File: src/rtl/pipeline_hazard_ctrl.sv
// Stall/flush controller for an N-stage in-order pipeline.
// Stall requests hold the requesting stage and every younger stage. A flush
// from stage m kills stages 0..m-1 for FLUSH_HOLD cycles. A flush raised while
// an older stage stalls is parked in a pending mask until it can apply.
// The block also has a stall watchdog and saturating perf counters.
// Ports:
//   clk_i, rst_i        clock (rising edge), asynchronous active-high reset
//   stall_req_i         per-stage stall requests
//   flush_req_i         per-stage flush (redirect) requests
//   stall_o/bubble_o    per-stage hold / NOP-load enables (same-cycle)
//   flush_o             per-stage kill enables (same-cycle)
//   state_o             0 IDLE, 1 STALL, 2 FLUSH (classification of the current cycle)
//   stall_timeout_o     sticky watchdog flag
//   stall_cycles_o      cycles with stall_o[0]=1 (saturating)
//   flush_count_o       flush events applied (saturating)
module pipeline_hazard_ctrl #(
    parameter int unsigned NUM_STAGES = 5,
    parameter int unsigned FLUSH_HOLD = 1,
    parameter int unsigned WDOG_LIMIT = 1024,
    parameter int unsigned CNT_W      = 32
) (
    input  logic                  clk_i,
    input  logic                  rst_i,
    input  logic [NUM_STAGES-1:0] stall_req_i,
    input  logic [NUM_STAGES-1:0] flush_req_i,
    output logic [NUM_STAGES-1:0] stall_o,
    output logic [NUM_STAGES-1:0] bubble_o,
    output logic [NUM_STAGES-1:0] flush_o,
    output logic [1:0]            state_o,
    output logic                  stall_timeout_o,
    output logic [CNT_W-1:0]      stall_cycles_o,
    output logic [CNT_W-1:0]      flush_count_o
);

    localparam int unsigned N      = NUM_STAGES;
    localparam int unsigned IDX_W  = (N > 1) ? $clog2(N) : 1;
    localparam int unsigned HOLD_W = $clog2(FLUSH_HOLD + 1);
    localparam int unsigned WD_W   = $clog2(WDOG_LIMIT + 1);

    typedef enum logic [1:0] {
        ST_IDLE  = 2'd0,
        ST_STALL = 2'd1,
        ST_FLUSH = 2'd2
    } state_e;

    state_e             state_q, state_d;
    logic [HOLD_W-1:0]  hold_q, hold_d;
    logic [N-1:0]       mask_q, mask_d;
    logic [IDX_W-1:0]   cur_m_q, cur_m_d;
    logic [N-1:0]       pending_q, pending_d;
    logic [WD_W-1:0]    wdog_q, wdog_d;
    logic               timeout_q, timeout_d;
    logic [CNT_W-1:0]   stall_cyc_q, stall_cyc_d;
    logic [CNT_W-1:0]   flush_cnt_q, flush_cnt_d;

    logic               hold_act;
    logic [N-1:0]       kill_hold, live_req, raw_s, older_s, above, eff, cand;
    logic [N-1:0]       new_mask, clr, stall_c, flush_c, bubble_c;
    logic               apply, acc;
    logic [IDX_W-1:0]   app_m;

    // Stall propagation, flush selection and next-state computation
    always_comb begin
        hold_act  = (hold_q != '0);
        kill_hold = hold_act ? mask_q : '0;
        // Requests from stages already being killed do not back-pressure
        live_req  = stall_req_i & ~kill_hold;

        acc   = 1'b0;
        raw_s = '0;
        for (int j = N - 1; j >= 0; j--) begin
            acc      = acc | live_req[j];
            raw_s[j] = acc;
        end
        // Stall coming from strictly older stages; a stage's own stall does not block its flush
        older_s = raw_s >> 1;

        // During a hold, requesters at or below the current flush point are being killed
        above = '1;
        for (int j = 0; j < N; j++) begin
            above[j] = !hold_act || (IDX_W'(j) > cur_m_q);
        end
        eff  = (flush_req_i | pending_q) & above;
        cand = eff & ~older_s;

        apply = 1'b0;
        app_m = '0;
        for (int j = 0; j < N; j++) begin
            if (cand[j]) begin
                apply = 1'b1;
                app_m = IDX_W'(j);
            end
        end

        new_mask = '0;
        clr      = '0;
        for (int j = 0; j < N; j++) begin
            new_mask[j] = apply && (IDX_W'(j) < app_m);
            clr[j]      = apply && (IDX_W'(j) <= app_m);
        end

        flush_c = kill_hold | new_mask;
        stall_c = raw_s & ~flush_c;
        bubble_c = '0;
        for (int j = 1; j < N; j++) begin
            bubble_c[j] = stall_c[j-1] & ~stall_c[j] & ~flush_c[j];
        end

        pending_d = eff & older_s & ~clr;
        if (apply) begin
            hold_d  = HOLD_W'(FLUSH_HOLD - 1);
            mask_d  = new_mask;
            cur_m_d = app_m;
        end else begin
            hold_d  = hold_act ? (hold_q - HOLD_W'(1)) : '0;
            mask_d  = mask_q;
            cur_m_d = cur_m_q;
        end

        state_d = ST_IDLE;
        unique case (state_q)
            ST_IDLE:  state_d = apply ? ST_FLUSH : ((|raw_s) ? ST_STALL : ST_IDLE);
            ST_STALL: state_d = apply ? ST_FLUSH : ((|raw_s) ? ST_STALL : ST_IDLE);
            ST_FLUSH: state_d = (apply || hold_act) ? ST_FLUSH
                              : ((|raw_s) ? ST_STALL : ST_IDLE);
            default:  state_d = ST_IDLE;
        endcase

        // Watchdog counts consecutive stalled cycles at fetch, saturating at the limit
        wdog_d = '0;
        if (stall_c[0]) begin
            wdog_d = (wdog_q == WD_W'(WDOG_LIMIT)) ? wdog_q : (wdog_q + WD_W'(1));
        end
        timeout_d = timeout_q | (wdog_d == WD_W'(WDOG_LIMIT));

        stall_cyc_d = stall_cyc_q;
        if (stall_c[0] && (stall_cyc_q != '1)) begin
            stall_cyc_d = stall_cyc_q + CNT_W'(1);
        end
        flush_cnt_d = flush_cnt_q;
        if (apply && (flush_cnt_q != '1)) begin
            flush_cnt_d = flush_cnt_q + CNT_W'(1);
        end
    end

    // State registers
    always_ff @(posedge clk_i or posedge rst_i) begin
        if (rst_i) begin
            state_q     <= ST_IDLE;
            hold_q      <= '0;
            mask_q      <= '0;
            cur_m_q     <= '0;
            pending_q   <= '0;
            wdog_q      <= '0;
            timeout_q   <= 1'b0;
            stall_cyc_q <= '0;
            flush_cnt_q <= '0;
        end else begin
            state_q     <= state_d;
            hold_q      <= hold_d;
            mask_q      <= mask_d;
            cur_m_q     <= cur_m_d;
            pending_q   <= pending_d;
            wdog_q      <= wdog_d;
            timeout_q   <= timeout_d;
            stall_cyc_q <= stall_cyc_d;
            flush_cnt_q <= flush_cnt_d;
        end
    end

    // Same-cycle enables are forced low while reset is asserted
    assign stall_o         = rst_i ? '0 : stall_c;
    assign bubble_o        = rst_i ? '0 : bubble_c;
    assign flush_o         = rst_i ? '0 : flush_c;
    assign state_o         = rst_i ? 2'd0 : 2'(state_d);
    assign stall_timeout_o = timeout_q;
    assign stall_cycles_o  = stall_cyc_q;
    assign flush_count_o   = flush_cnt_q;

endmodule

File: config.mk
export PLATFORM = sky130hd
export DESIGN_NAME = pipeline_hazard_ctrl
export DESIGN_NICKNAME = d
export VERILOG_FILES = /design/src/rtl/pipeline_hazard_ctrl.sv
export SDC_FILE = /design/constraint.sdc
export NUM_CORES = 1
export LEC_CHECK = 0
export BUFFER_PORTS_ARGS = -buffer_cell sky130_fd_sc_hd__buf_2
export CAP_MARGIN = 30
export CORE_AREA = 2 2 139 73
export CTS_CLUSTER_SIZE = 25
export DETAILED_ROUTE_END_ITERATION = 6
export DIE_AREA = 0 0 141 75
export GPL_TIMING_DRIVEN = 0
export MAX_ROUTING_LAYER = met4
export PLACE_DENSITY = 0.71
export SYNTH_ARGS = -nofsm -noshare
export SYNTH_HDL_FRONTEND = slang
export SYNTH_SLANG_ARGS = --single-unit
File: constraint.sdc
create_clock -name clk_i -period 3.17 [get_ports clk_i]
set_clock_uncertainty 0.15 [all_clocks]
set_input_delay 0.1585 -clock clk_i [delete_from_list [all_inputs] [get_ports clk_i]]
set_output_delay 0.1585 -clock clk_i [all_outputs]
set_load 0.01 [all_outputs]
==> Implementation_results.wiki, run 1 <==
{| class="wikitable"
! Metric !! Value
|-
| Router iterations before antenna repair || 4
|-
| Run status || finished clean
|-
| Power per cell area || 550 nW/um^2
|-
| CP Data Required Time || 2.86 ns
|-
| Final hold violation count || 0
|-
| Setup repair bufs after CTS || 0
|-
| DIE AREA || 10600 sq um
|-
| Total power consumption of the routed design || 0.00282 W
|-
| Setup TNS after final layout || 0 ns
|-
| Dominant synthesized flop cell || sky130_fd_sc_hd__dfrtp_1
|-
| Leakage component of the power || 2.45 nW
|-
| I/O Pins || 94
|-
| Yosys top cell area share || 0.496
|-
| Crit path arrival time || 2.64 ns
|-
| Number of buffers between clock root and the deepest sink || 2
|-
| Internal power component || 0.00206 W
|-
| Fraction of final layout cells sized beyond drive strength 1 || 0.231
|-
| Via count of the first global-routing pass || 3028
|-
| Critical path capture point type || primary output
|-
| Share of power burned in the clock network || 0.393
|-
| Hold WC Path Type || input pin to register
|-
| DRC violation total after the first TritonRoute iteration || 150
|-
| GRT Total Usage || 0.181
|-
| Root Driver || sky130_fd_sc_hd__clkbuf_16
|-
| Number of H-tree branching levels || 3
|-
| Initial core utilization || 0.445
|-
| PnR worst setup slack || 0.222 ns
|-
| Fmax || 0.339 GHz
|-
| Floorplan row count || 25
|-
| Post-synthesis sequential element count || 82
|-
| Latest clock arrival within the worst-skew pair || 0.33 ns
|-
| Period minus WS final || 2.95 ns
|-
| Max transition margin || 0.438
|-
| Overflow after GRT || 0
|-
| Non-filler instance count after layout || 641
|-
| Maximum number of pins on one net before global-route repair || 69
|-
| Count of input and output buffers || 90
|-
| Net switching power of the design || 0.000760 W
|-
| Final antenna diode count || 0
|-
| Max-slew violations || 0
|-
| Most frequent standard cell in the layout excluding fill and tap cells || sky130_fd_sc_hd__buf_2
|-
| Wire length of the first global-routing pass || 14500 microns
|-
| # fillers || 832
|-
| Routed via count divided by cell count || 5.13
|-
| Num Clock Sinks || 82
|-
| Worst slack at placement || 0.386 ns
|-
| Cell area after technology mapping || 4140 sq um
|-
| Die outline height || 75 microns
|-
| TritonCTS clock tree || done
|-
| Hold_buf cts || 4
|-
| Cell types occupying the most area after synthesis || sky130_fd_sc_hd__dfrtp_1 50%, sky130_fd_sc_hd__xnor2_1 8.0%, sky130_fd_sc_hd__xor2_1 7.2%
|-
| Relative contribution of sequential cells to total power || 0.452
|-
| Area growth syn-to-layout || 23.9%
|-
| Area used by sequential logic in the layout || 2050 sq um
|-
| Total Nets Final || 531
|-
| Unrepaired setup endpoints after global routing || no
|-
| Highest net fanout along the worst path || 10
|-
| Net Sw Frac || 0.270
|-
| Detail Placement HPWL || 6420 microns
|-
| Initial antenna violation count || 0
|-
| Share of synthesized registers carrying an async set or reset || 1.00
|-
| Placed Instances || 621
|-
| Most frequent cells in the layout || 92 x sky130_fd_sc_hd__buf_2, 82 x sky130_fd_sc_hd__dfrtp_1, 45 x sky130_fd_sc_hd__nor2_1
|-
| Startpoint types || input pin
|-
| Cell type with the largest total area after synthesis || sky130_fd_sc_hd__dfrtp_1
|-
| Mean Syn Cell Area || 10.1 sq um
|-
| Total number of vias || 3287
|-
| Part of the cycle the worst path needs || 0.930
|-
| Antenna Nets Post-Route || 0
|-
| Transition time of the tightest slew-check pin || 0.839 ns
|-
| Register clock-pin slew on the reported worst setup and hold paths || 0.06 ns
|-
| DRC errors left || 0
|-
| Yosys cell types || 47
|-
| Largest vdd supply drop || 319 uV
|-
| Post-cts gate resize count || 0
|-
| Area of the multi-input gates || 2000 sq um
|-
| Portion of total power attributed to combinational logic || 0.155
|-
| YS warnings || 0
|-
| Number of flops mapped to enable cells by yosys || 0
|-
| Area inside the core boundary || 9290 sq um
|-
| Sequential cell area fraction in the yosys report || 0.496
|-
| Worst Path Class, Setup || input pin to primary output
|-
| Number of max-capacitance violations reported || 0
|-
| Final setup vio count || 0
|-
| Final weighted congestion in routability-driven placement || 0.801
|-
| Routed wire length || 9010 microns
|-
| Clock buffer count from CTS || 9
|-
| X dimension of the die || 141 microns
|-
| Syn Inst Count || 408
|-
| Post-detailed-route wirelength per cell || 14.1 microns
|}
## worst paths after layout
check / from / endpoint / slack [ns] / cells after the start
setup / recovery: stall_req_i[4] / state_o[1] / 0.22 / 9
hold / removal: flush_req_i[0] / pending_q[0] / 0.02 / 3
setup reg to reg: pending_q[2] / flush_count_o[1] / 0.38 / 6
hold reg to reg: stall_timeout_o / stall_timeout_o / 0.33 / 1
max in group asynchronous: rst_i / stall_cycles_o[21] / 2.08 / 4
min in group asynchronous: rst_i / pending_q[2] / 0.18 / 3
## per-stage QoR
step                cell area [sq um]  hold slack, ns   util
detailed placement               4770        -0.00524  0.514
finish                           5130          0.0188  0.552
global placement                 4740           0.316  0.510
global route                     5130          0.0523  0.552
floorplan                        4140           0.170      -
CTS                              5130         0.00546  0.552
## cell families after synthesis
kind of cell	after synthesis	share of synthesized area
adders and majority gates	4	0.0121
buffers and inverters	16	0.0206
other	1	0.000907
AOI/OAI and AO/OA	13	0.0266
and+or+nand+nor	218	0.286
xor gates and xnor gates	72	0.152
DFF	82	0.496
muxes	2	0.00514
## flip-flops by register name (all words and copies together), names as in the netlist
register / count
stall_cycles_o: 32
stall_timeout_o: 1
pending_q: 4
flush_count_o: 32
wdog_q: 11
state_q: 2
## cells in the mapped netlist, types with 3 or more instances
library cell and instances:
sky130_fd_sc_hd__a21oi_1 4, sky130_fd_sc_hd__and2_1 9, sky130_fd_sc_hd__and3_1 15, sky130_fd_sc_hd__and4_1 8, sky130_fd_sc_hd__clkbuf_1 3, sky130_fd_sc_hd__dfrtp_1 82
sky130_fd_sc_hd__ha_1 4, sky130_fd_sc_hd__inv_1 6, sky130_fd_sc_hd__nand2_1 40, sky130_fd_sc_hd__nand3_1 21, sky130_fd_sc_hd__nand4_1 25, sky130_fd_sc_hd__nor2_1 45
sky130_fd_sc_hd__nor3_1 22, sky130_fd_sc_hd__nor4_1 4, sky130_fd_sc_hd__nor4b_1 4, sky130_fd_sc_hd__or3_1 5, sky130_fd_sc_hd__xnor2_1 38, sky130_fd_sc_hd__xor2_1 34
## worst max-delay path, cell delays in order
cell,delay [ns]
sky130_fd_sc_hd__dlygate4sd3_1,0.53
sky130_fd_sc_hd__buf_2,0.18
sky130_fd_sc_hd__o21ba_4,0.18
sky130_fd_sc_hd__a211o_1,0.28
sky130_fd_sc_hd__buf_6,0.14
sky130_fd_sc_hd__nor3_2,0.67
sky130_fd_sc_hd__a21oi_1,0.15
sky130_fd_sc_hd__and2_1,0.21
sky130_fd_sc_hd__buf_2,0.13
## per-layer routing
layer,share of wire,track usage,routed length [microns]
met4,0.011,0.0533,98
met5,0,-,0
met3,0.032,0.0439,286
met1,0.49,0.232,4440
met2,0.47,0.293,4190
## power groups by stage
stage               sequential, W  clock [W]  combinational [W]
floorplan                 0.00132          0           0.000226
CTS                       0.00128    0.00113           0.000445
finish                    0.00127    0.00111           0.000437
global route              0.00129    0.00118           0.000485
global placement          0.00129          0           0.000419
detailed placement        0.00129          0           0.000439
## final cells by class
type	count	area share
Inverter	6	0.00488
Tap cell	121	0.0295
Timing Repair Buffer	95	0.101
Sequential cell	82	0.400
Clock inverter	2	0.0117
Buffer	10	0.0122
Multi-Input combinational cell	311	0.391
Clock buffer	14	0.0495
Note: power is estimated with default switching activity, not from simulation.
==> run 2: changes to the inputs <==
--- a/config.mk
+++ b/config.mk
@@ -13,7 +13,7 @@
 export DIE_AREA = 0 0 141 75
 export GPL_TIMING_DRIVEN = 0
 export MAX_ROUTING_LAYER = met4
-export PLACE_DENSITY = 0.71
+export PLACE_DENSITY = 0.67
 export SYNTH_ARGS = -nofsm -noshare
 export SYNTH_HDL_FRONTEND = slang
 export SYNTH_SLANG_ARGS = --single-unit
==> run 2 against run 1 <==
Power shrank 3.1%; global-route usage shrank 0.13 points; die area stayed put; maximum frequency is 0.22% higher; critical path depth stayed put; first-iteration DRC count decreased by 14%; register-to-register slack worse by 0.05 ns; count of clock-buffer cells in the layout down 5; sequential share of layout area increased by 0.15 points; non-clock buffer count unchanged; largest cell class unchanged.
==> Implementation_results.wiki, run 2 (synthesized netlist as in run 1, its figures left out) <==
{| class="wikitable"
! Metric !! Value
|-
| Register clock-pin slew on the reported worst setup and hold paths || 0.06 ns (about the same)
|-
| Slowest cell on the critical path || sky130_fd_sc_hd__nor3_2
|-
| Num Clock Sinks || 82 (unchanged)
|-
| Slowest cell delay on critical path || 0.73 ns (+0.06 ns)
|-
| GRT Total Usage || 0.180 (-0.00132)
|-
| DIE AREA || 10600 sq um (unchanged)
|-
| X dimension of the die || 141 microns (unchanged)
|-
| Fraction of final layout cells sized beyond drive strength 1 || 0.238 (+0.00769)
|-
| Wire length of the first global-routing pass || 14500 microns (about the same)
|-
| Period minus WS final || 2.94 ns (-0.00645 ns)
|-
| Final antenna diode count || 0 (unchanged)
|-
| Area growth syn-to-layout || 23.5%
|-
| Routed wire length || 8800 microns (-2.4%)
|-
| DRC errors left || 0 (unchanged)
|-
| Routed via count divided by cell count || 5.18 (+0.94%)
|-
| Placed Instances || 621 (unchanged)
|-
| Cell family with most CP delay || buffers and inverters
|-
| Most common cell type on the critical path || sky130_fd_sc_hd__buf_2
|-
| Power per cell area || 535 nW/um^2 (-2.8%)
|-
| Overflow after GRT || 0 (unchanged)
|-
| CP Data Required Time || 2.86 ns (about the same)
|-
| Worst hold margin || 0.0198 ns (+0.00102 ns)
|-
| Final weighted congestion in routability-driven placement || 0.782 (-2.4%)
|-
| Maximum number of pins on one net before global-route repair || 71 (+2.9%)
|-
| Unrepaired setup endpoints after global routing || no
|-
| Final hold violation count || 0 (unchanged)
|-
| Total Nets Final || 531 (unchanged)
|-
| Cell breakdown of the critical path || dlygate4sd3_1, buf_2, o21ba_4, a211o_1, buf_6, nor3_2, a21oi_1, and2_1, buf_2
|-
| Highest net fanout along the worst path || 10 (unchanged)
|-
| Startpoint types || input pin
|-
| Antenna Nets Post-Route || 0 (unchanged)
|-
| Crit path arrival time || 2.63 ns (about the same)
|-
| I/O Pins || 94 (unchanged)
|-
| Number of buffers between clock root and the deepest sink || 2 (unchanged)
|-
| Run status || finished clean
|-
| Most frequent standard cell in the layout excluding fill and tap cells || sky130_fd_sc_hd__buf_2
|-
| Hold WC Path Type || input pin to register
|-
| TritonCTS clock tree || done
|-
| Part of the cycle the worst path needs || 0.928 (-0.00204)
|-
| Post-detailed-route wirelength per cell || 13.7 microns (-2.4%)
|-
| Largest vdd supply drop || 293 uV (-8.3%)
|-
| Number of H-tree branching levels || 3 (unchanged)
|-
| Initial antenna violation count || 1 (+1)
|-
| Latest clock arrival within the worst-skew pair || 0.34 ns (about the same)
|-
| Via count of the first global-routing pass || 2989 (-1.3%)
|-
| Critical path capture point type || primary output
|-
| Max-slew violations || 0 (unchanged)
|-
| Floorplan row count || 25 (unchanged)
|-
| Count of input and output buffers || 90 (unchanged)
|-
| Leakage component of the power || 2.44 nW (-0.24%)
|-
| Detail Placement HPWL || 6280 microns (-2.2%)
|-
| Setup repair bufs after CTS || 0 (unchanged)
|-
| Transition time of the tightest slew-check pin || 0.915 ns (+0.0760 ns)
|-
| Non-filler instance count after layout || 641 (unchanged)
|-
| Buf/Inv on CP || 4 (unchanged)
|-
| Router iterations before antenna repair || 4 (unchanged)
|-
| Clock buffer count from CTS || 9 (unchanged)
|-
| Most frequent cells in the layout || 92 x sky130_fd_sc_hd__buf_2, 82 x sky130_fd_sc_hd__dfrtp_1, 45 x sky130_fd_sc_hd__nor2_1
|-
| Fmax || 0.340 GHz (+0.22%)
|-
| Number of max-capacitance violations reported || 0 (unchanged)
|-
| Worst Path Class, Setup || input pin to primary output
|-
| Root Driver || sky130_fd_sc_hd__clkbuf_16
|-
| DRC violation total after the first TritonRoute iteration || 129 (-14%)
|-
| Initial core utilization || 0.445 (unchanged)
|-
| Area inside the core boundary || 9290 sq um (unchanged)
|-
| Final setup vio count || 0 (unchanged)
|-
| Total number of vias || 3318 (+0.94%)
|-
| # fillers || 864 (+3.8%)
|-
| Die outline height || 75 microns (unchanged)
|-
| Max transition margin || 0.387 (-0.0510)
|}
-- run 2: worst paths after layout --
kind | slack, ns | startpoint | depth (start not counted) | to
min in group asynchronous | 0.17 | rst_i | 3 | state_q[1]
min | 0.02 | flush_req_i[0] | 3 | pending_q[0]
max | 0.23 | stall_req_i[4] | 9 | state_o[1]
min reg2reg | 0.32 | state_q[1] | 1 | state_q[1]
max in group asynchronous | 2.09 | rst_i | 4 | flush_count_o[7]
max reg2reg | 0.33 | pending_q[2] | 6 | flush_count_o[1]
-- run 2: metal layers --
layer,vias up,share of wire,global-route usage
met5,-,0,-
met4,0,0.011,0.0522
met3,9,0.036,0.0509
met2,56,0.47,0.288
met1,1609,0.49,0.228
li1,1644,-,-
-- run 2: power by group --
group          internal [W]  total, W  switching, W
registers           0.00115   0.00127      0.000127
logic              0.000196  0.000428      0.000232
clock network      0.000608   0.00103      0.000420
-- run 2: tightest hold or removal path, stage by stage --
cell and delay (ns):
sky130_fd_sc_hd__buf_2 0.10, sky130_fd_sc_hd__nor2_1 0.13, sky130_fd_sc_hd__nor4_1 0.08
-- run 2: metrics by stage --
| step | setup slack [ns] | cell area, sq um | total power [W] | setup TNS [ns] | utilization |
|---|---|---|---|---|---|
| 2_1_floorplan | 0.545 | 4140 | 0.00154 | 0 | - |
| 3_3_place_gp | -0.395 | 4740 | 0.00171 | -31.57 | 0.510 |
| 3_5_place_dp | 0.348 | 4770 | 0.00172 | 0 | 0.514 |
| 4_1_cts | 0.238 | 5110 | 0.00277 | 0 | 0.550 |
| 5_1_grt | 0.0333 | 5110 | 0.00288 | 0 | 0.550 |
| 6_report | 0.228 | 5110 | 0.00273 | 0 | 0.550 |
-- run 2: what timing repair did --
action / CTS / global route
hold endpoints to repair: 85 / 0
resized for setup: 0 / 0
hold buffers: 4 / 0
endpoints found under the setup margin: 0 / 0
-- run 2: cell type report --
class / instances / area, sq um / area share
clock inverter: 7 / 70.1 / 0.0137
timing repair buffer: 95 / 518 / 0.101
clock buffer: 9 / 225 / 0.0441
buffer: 10 / 62.6 / 0.0122
tap: 121 / 151 / 0.0296
inverter: 6 / 25.0 / 0.00490
sequential: 82 / 2050 / 0.402
multi-input combinational: 311 / 2000 / 0.392
==> run 3: changes to the inputs <==
--- a/config.mk
+++ b/config.mk
@@ -14,6 +14,8 @@
 export GPL_TIMING_DRIVEN = 0
 export MAX_ROUTING_LAYER = met4
 export PLACE_DENSITY = 0.67
+export RECOVER_POWER = 100
 export SYNTH_ARGS = -nofsm -noshare
 export SYNTH_HDL_FRONTEND = slang
 export SYNTH_SLANG_ARGS = --single-unit
+export TNS_END_PERCENT = 100
==> run 3 against run 2 <==
Utilization shrank 1.6 points; sequential power about the same; cell count stayed put; maximum frequency is 1.2% higher; power decreased by 1.2%; global-route usage is the same; critical path depth did not move; worst setup slack improved by 0.034 ns; sequential cell count unchanged; count of clock-buffer cells in the layout stayed put; critical path type unchanged.
==> Implementation_results.wiki, run 3 (synthesized netlist as in run 1, its figures left out) <==
{| class="wikitable"
! Metric !! Value
|-
| Run status || finished clean
|-
| Register clock-pin slew on the reported worst setup and hold paths || 0.06 ns (about the same)
|-
| Latest clock arrival within the worst-skew pair || 0.33 ns (about the same)
|-
| Cell breakdown of the critical path || dlygate4sd3_1, buf_2, o21ba_4, a211o_1, buf_6, nor3_2, a21oi_1, and2_0, buf_2
|-
| Floorplan row count || 25 (unchanged)
|-
| Part of the cycle the worst path needs || 0.917 (-0.0107)
|-
| DRC errors left || 0 (unchanged)
|-
| Antenna Nets Post-Route || 0 (unchanged)
|-
| Area used by sequential logic in the layout || 2050 sq um (unchanged)
|-
| Highest net fanout along the worst path || 10 (unchanged)
|-
| Final weighted congestion in routability-driven placement || 0.782 (unchanged)
|-
| Share of power burned in the clock network || 0.379 (+0.002)
|-
| Worst hold path cell count || 3 (unchanged)
|-
| Most frequent standard cell in the layout excluding fill and tap cells || sky130_fd_sc_hd__clkbuf_1
|-
| Via count of the first global-routing pass || 2989 (unchanged)
|-
| Max-slew violations || 0 (unchanged)
|-
| CP Data Required Time || 2.86 ns (about the same)
|-
| Net switching power of the design || 0.000775 W (-0.49%)
|-
| Final setup vio count || 0 (unchanged)
|-
| Clock buffer count from CTS || 9 (unchanged)
|-
| Leakage component of the power || 2.13 nW (-13%)
|-
| Total number of vias || 3311 (-0.21%)
|-
| Area growth syn-to-layout || 20.0%
|-
| Largest vdd supply drop || 286 uV (-2.3%)
|-
| Transition time of the tightest slew-check pin || 1.07 ns (+0.158 ns)
|-
| DRC violation total after the first TritonRoute iteration || 134 (+3.9%)
|-
| Most common cell type on the critical path || sky130_fd_sc_hd__buf_2
|-
| # fillers || 908 (+5.1%)
|-
| I/O Pins || 94 (unchanged)
|-
| Fraction of final layout cells sized beyond drive strength 1 || 0.0750 (-0.163)
|-
| TritonCTS clock tree || done
|-
| Startpoint types || input pin
|-
| Slowest cell on the critical path || sky130_fd_sc_hd__nor3_2
|-
| Routed wire length || 8820 microns (+0.19%)
|-
| Crit path arrival time || 2.60 ns (-0.03 ns)
|-
| Hold WC Path Type || input pin to register
|-
| Area inside the core boundary || 9290 sq um (unchanged)
|-
| X dimension of the die || 141 microns (unchanged)
|-
| Final standard cell utilization of the core || 0.534 (-0.0156)
|-
| Count of input and output buffers || 90 (unchanged)
|-
| Relative contribution of sequential cells to total power || 0.473 (+0.006)
|-
| Wire length of the first global-routing pass || 14500 microns (unchanged)
|-
| Initial antenna violation count || 1 (unchanged)
|-
| Unrepaired setup endpoints after global routing || no
|-
| Total Nets Final || 531 (unchanged)
|-
| Die outline height || 75 microns (unchanged)
|-
| Non-filler instance count after layout || 641 (unchanged)
|-
| Detail Placement HPWL || 6280 microns (unchanged)
|-
| Final hold violation count || 0 (unchanged)
|-
| Net Sw Frac || 0.287 (+0.00190)
|-
| Area of the multi-input gates || 1960 sq um (-2.1%)
|-
| Overflow after GRT || 0 (unchanged)
|-
| Max transition margin || 0.277 (-0.110)
|-
| Period minus WS final || 2.91 ns (-0.0338 ns)
|-
| Slowest cell delay on critical path || 0.69 ns (-0.04 ns)
|-
| Number of buffers between clock root and the deepest sink || 2 (unchanged)
|-
| DIE AREA || 10600 sq um (unchanged)
|-
| Internal power component || 0.00192 W (-1.4%)
|-
| Power per cell area || 544 nW/um^2 (+1.7%)
|-
| Number of H-tree branching levels || 3 (unchanged)
|-
| Most frequent cells in the layout || 85 x sky130_fd_sc_hd__clkbuf_1, 82 x sky130_fd_sc_hd__dfrtp_1, 45 x sky130_fd_sc_hd__nor2_1
|-
| Post-detailed-route wirelength per cell || 13.8 microns (+0.19%)
|-
| Number of max-capacitance violations reported || 0 (unchanged)
|-
| Final antenna diode count || 0 (unchanged)
|-
| Fmax || 0.344 GHz (+1.2%)
|-
| Num Clock Sinks || 82 (unchanged)
|-
| Portion of total power attributed to combinational logic || 0.148 (-0.009)
|-
| Maximum number of pins on one net before global-route repair || 71 (unchanged)
|-
| GRT Total Usage || 0.180 (unchanged)
|-
| Routed via count divided by cell count || 5.17 (-0.21%)
|-
| Worst Path Class, Setup || input pin to primary output
|-
| Setup repair bufs after CTS || 0 (unchanged)
|-
| Root Driver || sky130_fd_sc_hd__clkbuf_16
|-
| Router iterations before antenna repair || 4 (unchanged)
|-
| Initial core utilization || 0.445 (unchanged)
|-
| Placed Instances || 621 (unchanged)
|-
| Critical path capture point type || primary output
|-
| R2R depth || 8 (+2)
|}
[run 3: cell type report]
cell class	count	area share
multi-input combinational	311	0.395
timing repair buffer	95	0.0840
clock buffer	9	0.0454
buffer	10	0.0124
sequential	82	0.414
clock inverter	7	0.0141
tap	121	0.0305
inverter	6	0.00479
[run 3: path summary, 6_finish.rpt]
check                      slack [ns]                  to      startpoint
min in group asynchronous        0.36          state_q[1]           rst_i
max                              0.26          state_o[1]  stall_req_i[4]
max in group asynchronous        1.75    flush_count_o[7]           rst_i
min                              0.03        pending_q[0]  flush_req_i[0]
min reg2reg                      0.32          state_q[1]      state_q[1]
max reg2reg                      0.34  stall_cycles_o[30]    pending_q[2]
[run 3: stage by stage]
| step | hold WS [ns] | setup WS [ns] | area, sq um | power (W) | TNS, ns |
|---|---|---|---|---|---|
| after floorplan | 0.170 | 0.545 | 4140 | 0.00154 | 0 |
| after global placement | 0.297 | -0.395 | 4740 | 0.00171 | -31.57 |
| after detailed placement | -0.0177 | 0.348 | 4770 | 0.00172 | 0 |
| after CTS | 0.0149 | 0.238 | 5110 | 0.00277 | 0 |
| after global routing | 0.0691 | 0.0740 | 4960 | 0.00285 | 0 |
| final | 0.0259 | 0.262 | 4960 | 0.00270 | 0 |
[run 3: what timing repair did]
action / CTS / global route
hold endpoints to repair: 85 / 0
hold buffers: 4 / 0
resized for setup: 0 / 0
[run 3: power groups by stage]
stage | Clock (W) | Combinational, W | Sequential, W
3_5_place_dp | 0 | 0.000431 | 0.00129
6_report | 0.00102 | 0.000398 | 0.00128
4_1_cts | 0.00106 | 0.000436 | 0.00127
5_1_grt | 0.00110 | 0.000448 | 0.00130
2_1_floorplan | 0 | 0.000226 | 0.00132
3_3_place_gp | 0 | 0.000420 | 0.00129
[run 3: worst max-delay path: cells and delay by family]
kind,cells,cell delay [ns]
AOI/OAI and AO/OA,3,0.58
and+or+nand+nor,2,0.89
buffers and inverters,4,0.98
[run 3: per-layer routing]
metal / routed length, microns / up-vias / GRT usage
met3: 298 / 6 / 0.0509
li1: - / 1640 / -
met5: 0 / - / -
met2: 4170 / 59 / 0.288
met1: 4310 / 1606 / 0.228
met4: 42 / 0 / 0.0522
